==> config.mk <==
export PLATFORM = sky130hd
export DESIGN_NAME = dict_loader
export DESIGN_NICKNAME = d
export VERILOG_FILES = /design/src/rtl/dict_loader.sv
export SDC_FILE = /design/constraint.sdc
export NUM_CORES = 1
export LEC_CHECK = 0
export CORE_MARGIN = 5
export CORE_UTILIZATION = 35
export CTS_CLUSTER_DIAMETER = 50
export DETAILED_ROUTE_END_ITERATION = 16
export GPL_ROUTABILITY_DRIVEN = 0
export GPL_TIMING_DRIVEN = 0
export HOLD_SLACK_MARGIN = 0.06
export PLACE_DENSITY = 0.69
export SLEW_MARGIN = 20
export SYNTH_ARGS = -nofsm -noshare
export SYNTH_HDL_FRONTEND = slang
export SYNTH_SLANG_ARGS = --single-unit
==> constraint.sdc <==
create_clock -name clk -period 2.5 [get_ports clk]
set_input_delay 0.25 -clock clk [delete_from_list [all_inputs] [get_ports clk]]
set_output_delay 0.25 -clock clk [all_outputs]
set_load 0.03 [all_outputs]
==> src/rtl/dict_loader.sv <==
// dict_loader
//   Boot-time loader for the decompression dictionaries of the compressed-code
//   cache controller. Streams NUM_DICTS dictionaries from instruction memory
//   (consecutive 32-bit words starting at BASE_ADDR, dict 0 first) and writes
//   each entry through a shared indexed write bus. Holds the core in reset
//   until every dictionary has been loaded.
//
//   Optional feature macro: DICT_LOADER_CHECKSUM_EN
//     When defined, one extra word following the last entry is fetched and
//     compared against the 32-bit wrap-around sum of all fetched entry words.
//     A mismatch raises checksum_err and keeps proc_resetn low.
//
// Ports
//   clk, reset         clock, synchronous active-high reset
//   start              one-cycle (re)load request, ignored while busy
//   mem_req_*          imem valid/ready fetch port, rdata valid with ready
//   dict_write_*       one-hot dictionary strobe, entry index, entry value
//   busy, done         load in progress / all dictionaries loaded
//   proc_resetn        core reset release (active low)
//   checksum_err       checksum mismatch (constant 0 without the feature)
module dict_loader #(
    parameter int                    NUM_DICTS   = 3,
    parameter int                    KEY_WIDTH   = 8,
    parameter int                    VAL_WIDTH   = 15,
    parameter logic [16*NUM_DICTS-1:0] DICT_DEPTHS = {16'd256, 16'd32, 16'd8},
    parameter logic [31:0]           BASE_ADDR   = 32'h0001_0000,
    parameter bit                    AUTO_START  = 1'b1
) (
    input  logic                 clk,
    input  logic                 reset,
    input  logic                 start,
    output logic                 mem_req_valid,
    input  logic                 mem_req_ready,
    output logic [31:0]          mem_req_addr,
    input  logic [31:0]          mem_req_rdata,
    output logic [NUM_DICTS-1:0] dict_write_enable,
    output logic [KEY_WIDTH-1:0] dict_write_idx,
    output logic [VAL_WIDTH-1:0] dict_write_val,
    output logic                 busy,
    output logic                 done,
    output logic                 proc_resetn,
    output logic                 checksum_err
);

    localparam int DW = (NUM_DICTS > 1) ? $clog2(NUM_DICTS) : 1;
    localparam logic [DW-1:0] LAST_D = DW'(NUM_DICTS - 1);

    typedef enum logic [2:0] {IDLE, REQ, WR, CHK, DONE} state_t;

    state_t               state, state_nxt;
    logic [31:0]          addr_q;
    logic [DW-1:0]        d_q;
    logic [KEY_WIDTH-1:0] k_q;
    logic [VAL_WIDTH-1:0] val_q;
    logic                 first_q;   // high only in the first cycle out of reset
    logic [15:0]          cur_depth;
    logic [31:0]          k_inc;
    logic                 last_entry;
    logic                 last_dict;
    logic                 launch;

`ifdef DICT_LOADER_CHECKSUM_EN
    logic [31:0]          sum_q;
    logic                 err_q;
`endif

    // Depth of the dictionary currently being filled.
    always_comb begin
        cur_depth = 16'd0;
        for (int i = 0; i < NUM_DICTS; i++) begin
            if (d_q == DW'(i)) cur_depth = DICT_DEPTHS[16*i +: 16];
        end
    end

    assign k_inc      = 32'(k_q) + 32'd1;
    assign last_entry = (k_inc >= 32'(cur_depth));
    assign last_dict  = (d_q == LAST_D);

    // A load begins from IDLE (auto-start or explicit start) or restarts from
    // DONE on start. start in any busy state is dropped.
    assign launch = ((state == IDLE) && ((AUTO_START && first_q) || start)) ||
                    ((state == DONE) && start);

    // State register
    always_ff @(posedge clk) begin
        if (reset) state <= IDLE;
        else       state <= state_nxt;
    end

    // Next state and state-decoded outputs
    always_comb begin
        state_nxt     = state;
        mem_req_valid = 1'b0;
        busy          = 1'b0;
        done          = 1'b0;
        case (state)
            IDLE: begin
                if (launch) state_nxt = REQ;
            end
            REQ: begin
                mem_req_valid = 1'b1;
                busy          = 1'b1;
                if (mem_req_ready) state_nxt = WR;
            end
            WR: begin
                busy = 1'b1;
                if (last_entry && last_dict) begin
`ifdef DICT_LOADER_CHECKSUM_EN
                    state_nxt = CHK;
`else
                    state_nxt = DONE;
`endif
                end else begin
                    state_nxt = REQ;
                end
            end
`ifdef DICT_LOADER_CHECKSUM_EN
            CHK: begin
                mem_req_valid = 1'b1;
                busy          = 1'b1;
                if (mem_req_ready) state_nxt = DONE;
            end
`endif
            DONE: begin
                done = 1'b1;
                if (start) state_nxt = REQ;
            end
            default: state_nxt = IDLE;
        endcase
    end

    // Datapath: fetch address, dict/entry counters, captured entry value
    always_ff @(posedge clk) begin
        if (reset) begin
            addr_q  <= BASE_ADDR;
            d_q     <= '0;
            k_q     <= '0;
            val_q   <= '0;
            first_q <= 1'b1;
`ifdef DICT_LOADER_CHECKSUM_EN
            sum_q   <= '0;
            err_q   <= 1'b0;
`endif
        end else begin
            first_q <= 1'b0;
            if (launch) begin
                addr_q <= BASE_ADDR;
                d_q    <= '0;
                k_q    <= '0;
`ifdef DICT_LOADER_CHECKSUM_EN
                sum_q  <= '0;
                err_q  <= 1'b0;
`endif
            end
            case (state)
                REQ: begin
                    if (mem_req_ready) begin
                        val_q <= mem_req_rdata[VAL_WIDTH-1:0];
`ifdef DICT_LOADER_CHECKSUM_EN
                        sum_q <= sum_q + mem_req_rdata;
`endif
                    end
                end
                WR: begin
                    addr_q <= addr_q + 32'd4;   // wraps modulo 2**32
                    if (last_entry) begin
                        k_q <= '0;
                        d_q <= last_dict ? '0 : d_q + DW'(1);
                    end else begin
                        k_q <= k_q + KEY_WIDTH'(1);
                    end
                end
`ifdef DICT_LOADER_CHECKSUM_EN
                CHK: begin
                    if (mem_req_ready) err_q <= (mem_req_rdata != sum_q);
                end
`endif
                default: ;
            endcase
        end
    end

    assign mem_req_addr      = addr_q;
    assign dict_write_enable = (state == WR) ? (NUM_DICTS'(1) << d_q) : '0;
    assign dict_write_idx    = k_q;
    assign dict_write_val    = val_q;

`ifdef DICT_LOADER_CHECKSUM_EN
    assign checksum_err = err_q;
`else
    assign checksum_err = 1'b0;
    // Only the low VAL_WIDTH bits of a fetched word matter without the checksum.
    if (VAL_WIDTH < 32) begin : g_rdata_unused
        logic rdata_unused;
        assign rdata_unused = ^mem_req_rdata[31:VAL_WIDTH];
    end
`endif

    assign proc_resetn = done && !checksum_err;

endmodule
==> results.json, run 1 <==
{
  "p_sw_mw": 0.593,
  "intPower_mw": 1.41,
  "tritoncts": "built",
  "vias_per_cell": 5.28,
  "clock.fmax_ghz": 0.414,
  "leakage_nw": 1.42,
  "ant_nets": 0,
  "drv_slew": 0,
  "postCtsHoldBufs": 0,
  "ys_warn_count": 0,
  "worstPathRequired_ps": 2740,
  "multiInputGateArea_um2": 1780,
  "period_needed_ps": 2420,
  "mostFrequentLayoutCells": "74 x clkdlybuf4s50_1, 61 x nand2_1, 54 x dfxtp_1, 42 x a21oi_1, 31 x nor2_1",
  "status": "complete, no violations",
  "first_iter_violations": 148,
  "first_pass_iters": 4,
  "yosysSeqAreaShare": 0.385,
  "vias": 3049,
  "dieArea_um2": 10700,
  "final_nets": 507,
  "area_growth_pct": 37.1,
  "worstPathMaxFanout": 9,
  "rows": 34,
  "place_area_um2": 4010,
  "critical_path.cell_chain": "buf_6 > nand3_1 > nor2_2 > xor2_1 > ha_1 > nand2_1 > mux2i_2 > a211oi_2 > a211oi_4 > buf_4 > a2111oi_2",
  "critical_path_class": "register to register",
  "drc": 0,
  "die_y_um": 104,
  "ys_ff_latch": 59,
  "worst_pin_slew_ps": 613,
  "cellPowerDensity_nw_per_um2": 476,
  "hpwl_um": 6250,
  "die_w_um": 104,
  "path_clk_slew_ps": 80,
  "netlist_top_cells_area": "dfxtp_1 38%, nand2_1 7.5%, a21oi_1 6.8%",
  "hold_class": "input pin to register",
  "clkPwrFrac": 0.393,
  "finalCritPeriodShare": 0.967,
  "synth.distinct_cells": 62,
  "p_sw_frac": 0.296,
  "yosysTopAreaCell": "dfxtp_1",
  "setup_tns_ps": 0,
  "cpLargestDelayFamily": "compound AO/OA/AOI/OAI gates",
  "final_cells": 578,
  "grt_overflow": 0,
  "start_util": 0.356,
  "drt-total-wl_um": 8510,
  "first_global_vias": 2870,
  "peakVddDrop_mv": 0.351,
  "h-tree-depth": 3,
  "wl_per_cell_um": 14.7,
  "fillers": 858,
  "place_inst": 559,
  "clkLatencyLatePin_ps": 350,
  "seqPwrFrac": 0.484,
  "grt_pass1_wl_um": 14000,
  "cts.path.max_buffers": 2,
  "drive_above_1_share": 0.143,
  "skew_ps": 8.47,
  "clock_sinks": 59,
  "final_area_um2": 4210,
  "comb_power_share": 0.123,
  "grt.total_usage": 0.157,
  "cts_buffers": 9,
  "core_area_um2": 8640,
  "rsz0062_at_grt": "yes",
  "grt_max_degree": 13,
  "grt_antenna_before_repair": 0,
  "synth_top_area_share": 0.385,
  "cts_root_buf": "clkbuf_8",
  "synthCells": 371,
  "arrival_ps": 2660,
  "hold_viol": 0,
  "worst_setup_path_end_kind": "register",
  "final-setup-viol-count": 0,
  "drv_cap": 0,
  "slew_headroom": 0.591,
  "seqCellArea_um2": 1190,
  "io_buffers": 78,
  "cpPeakStageDelay_ps": 380,
  "antenna-diode-count": 0,
  "pin_count": 99,
  "layout_commonest_cell": "clkdlybuf4s50_1",
  "crit_buf_inv": 2,
  "netlist_area_um2": 3070,
  "crit_slowest_cell": "a211oi_2",
  "power.total_mw": 2.00,
  "avgSynthCellArea_um2": 8.28,
  "startpoint_type": "register"
}
## sequential cells by signal (all words and copies together) (netlist names)
signal	count
mem_req_addr	30
dict_write_idx	8
state	3
first_q	1
dict_write_val	15
d_q	2
## worst reg2reg max path: cells and delay by family, from the launching register on
family	cells	cell delay [ps]
AOI/OAI and AO/OA	3	770
xor gates and xnor gates	1	180
adders and majority gates	1	290
buffers and inverters	2	290
DFF	1	340
muxes	1	100
and+or+nand+nor	3	330
## timing repair
action                                  CTS  global route
setup buffers                             2             1
gates resized for setup                   4             3
pin swaps                                 1             3
endpoints found under the setup margin    6             6
## power groups by stage
stage	clock network, mW	logic, mW	registers (mW)
after CTS	0.815	0.247	0.971
after global placement	0	0.247	0.991
after detailed placement	0	0.249	0.992
after floorplan	0	0.114	1.02
after global routing	0.852	0.265	0.974
final	0.788	0.246	0.971
## through the flow
stage | setup slack [ps] | utilization | hold slack, ps
4_1_cts | 67.0 | 0.486 | 364
2_1_floorplan | 12.6 | - | 278
3_3_place_gp | -25.4 | 0.464 | 441
6_report | 83.7 | 0.488 | 386
5_1_grt | -63.6 | 0.488 | 376
3_5_place_dp | -53.5 | 0.464 | 449
## layout make-up
class                   instances  area share
inverters                       3     0.00267
repair buffers                 81       0.190
flip-flops and latches         59       0.282
plain buffers                  22      0.0282
clock inverters                 7      0.0128
multi-input cells             289       0.423
clock buffers                   9      0.0294
well taps                     108      0.0321
## cell families (layout without fill, tap and decap cells)
family	Yosys count	after routing	synth area share
simple gates	179	179	0.304
compound gates	88	88	0.200
flops	59	59	0.385
buf+inv	25	122	0.0424
mux	9	9	0.0326
fa+ha+maj	6	6	0.0244
xor+xnor	4	4	0.0114
other cells	1	3	0.00122
## path summary, 6_finish.rpt
kind	start	endpoint	slack (ps)	cells past startpoint
setup / recovery	dict_write_idx[2]	dict_write_idx[5]	80	11
hold / removal	reset	first_q	390	1
setup reg to reg	dict_write_idx[2]	dict_write_idx[5]	80	11
hold reg to reg	dict_write_val[14]	dict_write_val[14]	460	2
## Yosys cell counts, drive strengths merged
cell	n
or3	10
buf	10
xor2	3
a21oi	42
nand3b	2
nor4	2
inv	3
nand4	9
nand2	63
dfxtp	59
and2	5
nor3b	4
a221oi	3
a31o	1
xnor2	1
a31oi	1
mux2i	1
nor3	7
o211ai	10
a311oi	2
nand2b	4
ha	6
o311ai	1
a21o	3
clkbuf	12
and3	8
a2111oi	3
o31ai	1
o21bai	1
nand3	18
or3b	1
mux2	8
or4	1
nand4b	3
nor2	33
a311o	1
o21a	1
and4	3
or2	4
o22ai	1
a211oi	6
o21ai	10
nor2b	2
a32oi	1
conb	1
## metal layers
layer / global-route usage / wire [um]
met1: 0.197 / 3790
met2: 0.256 / 4050
met3: 0.0442 / 551
met4: 0.0574 / 117
met5: 0 / 0
Power figures use the tool's default switching activity.
==> run 2: changes to the inputs <==
--- a/config.mk
+++ b/config.mk
@@ -13,7 +13,7 @@
 export GPL_TIMING_DRIVEN = 0
 export HOLD_SLACK_MARGIN = 0.06
 export PLACE_DENSITY = 0.69
-export SLEW_MARGIN = 20
+export SLEW_MARGIN = 5
 export SYNTH_ARGS = -nofsm -noshare
 export SYNTH_HDL_FRONTEND = slang
 export SYNTH_SLANG_ARGS = --single-unit
==> results of run 2 <==
The final DEF is identical to that of run 1; final timing and power are the same.
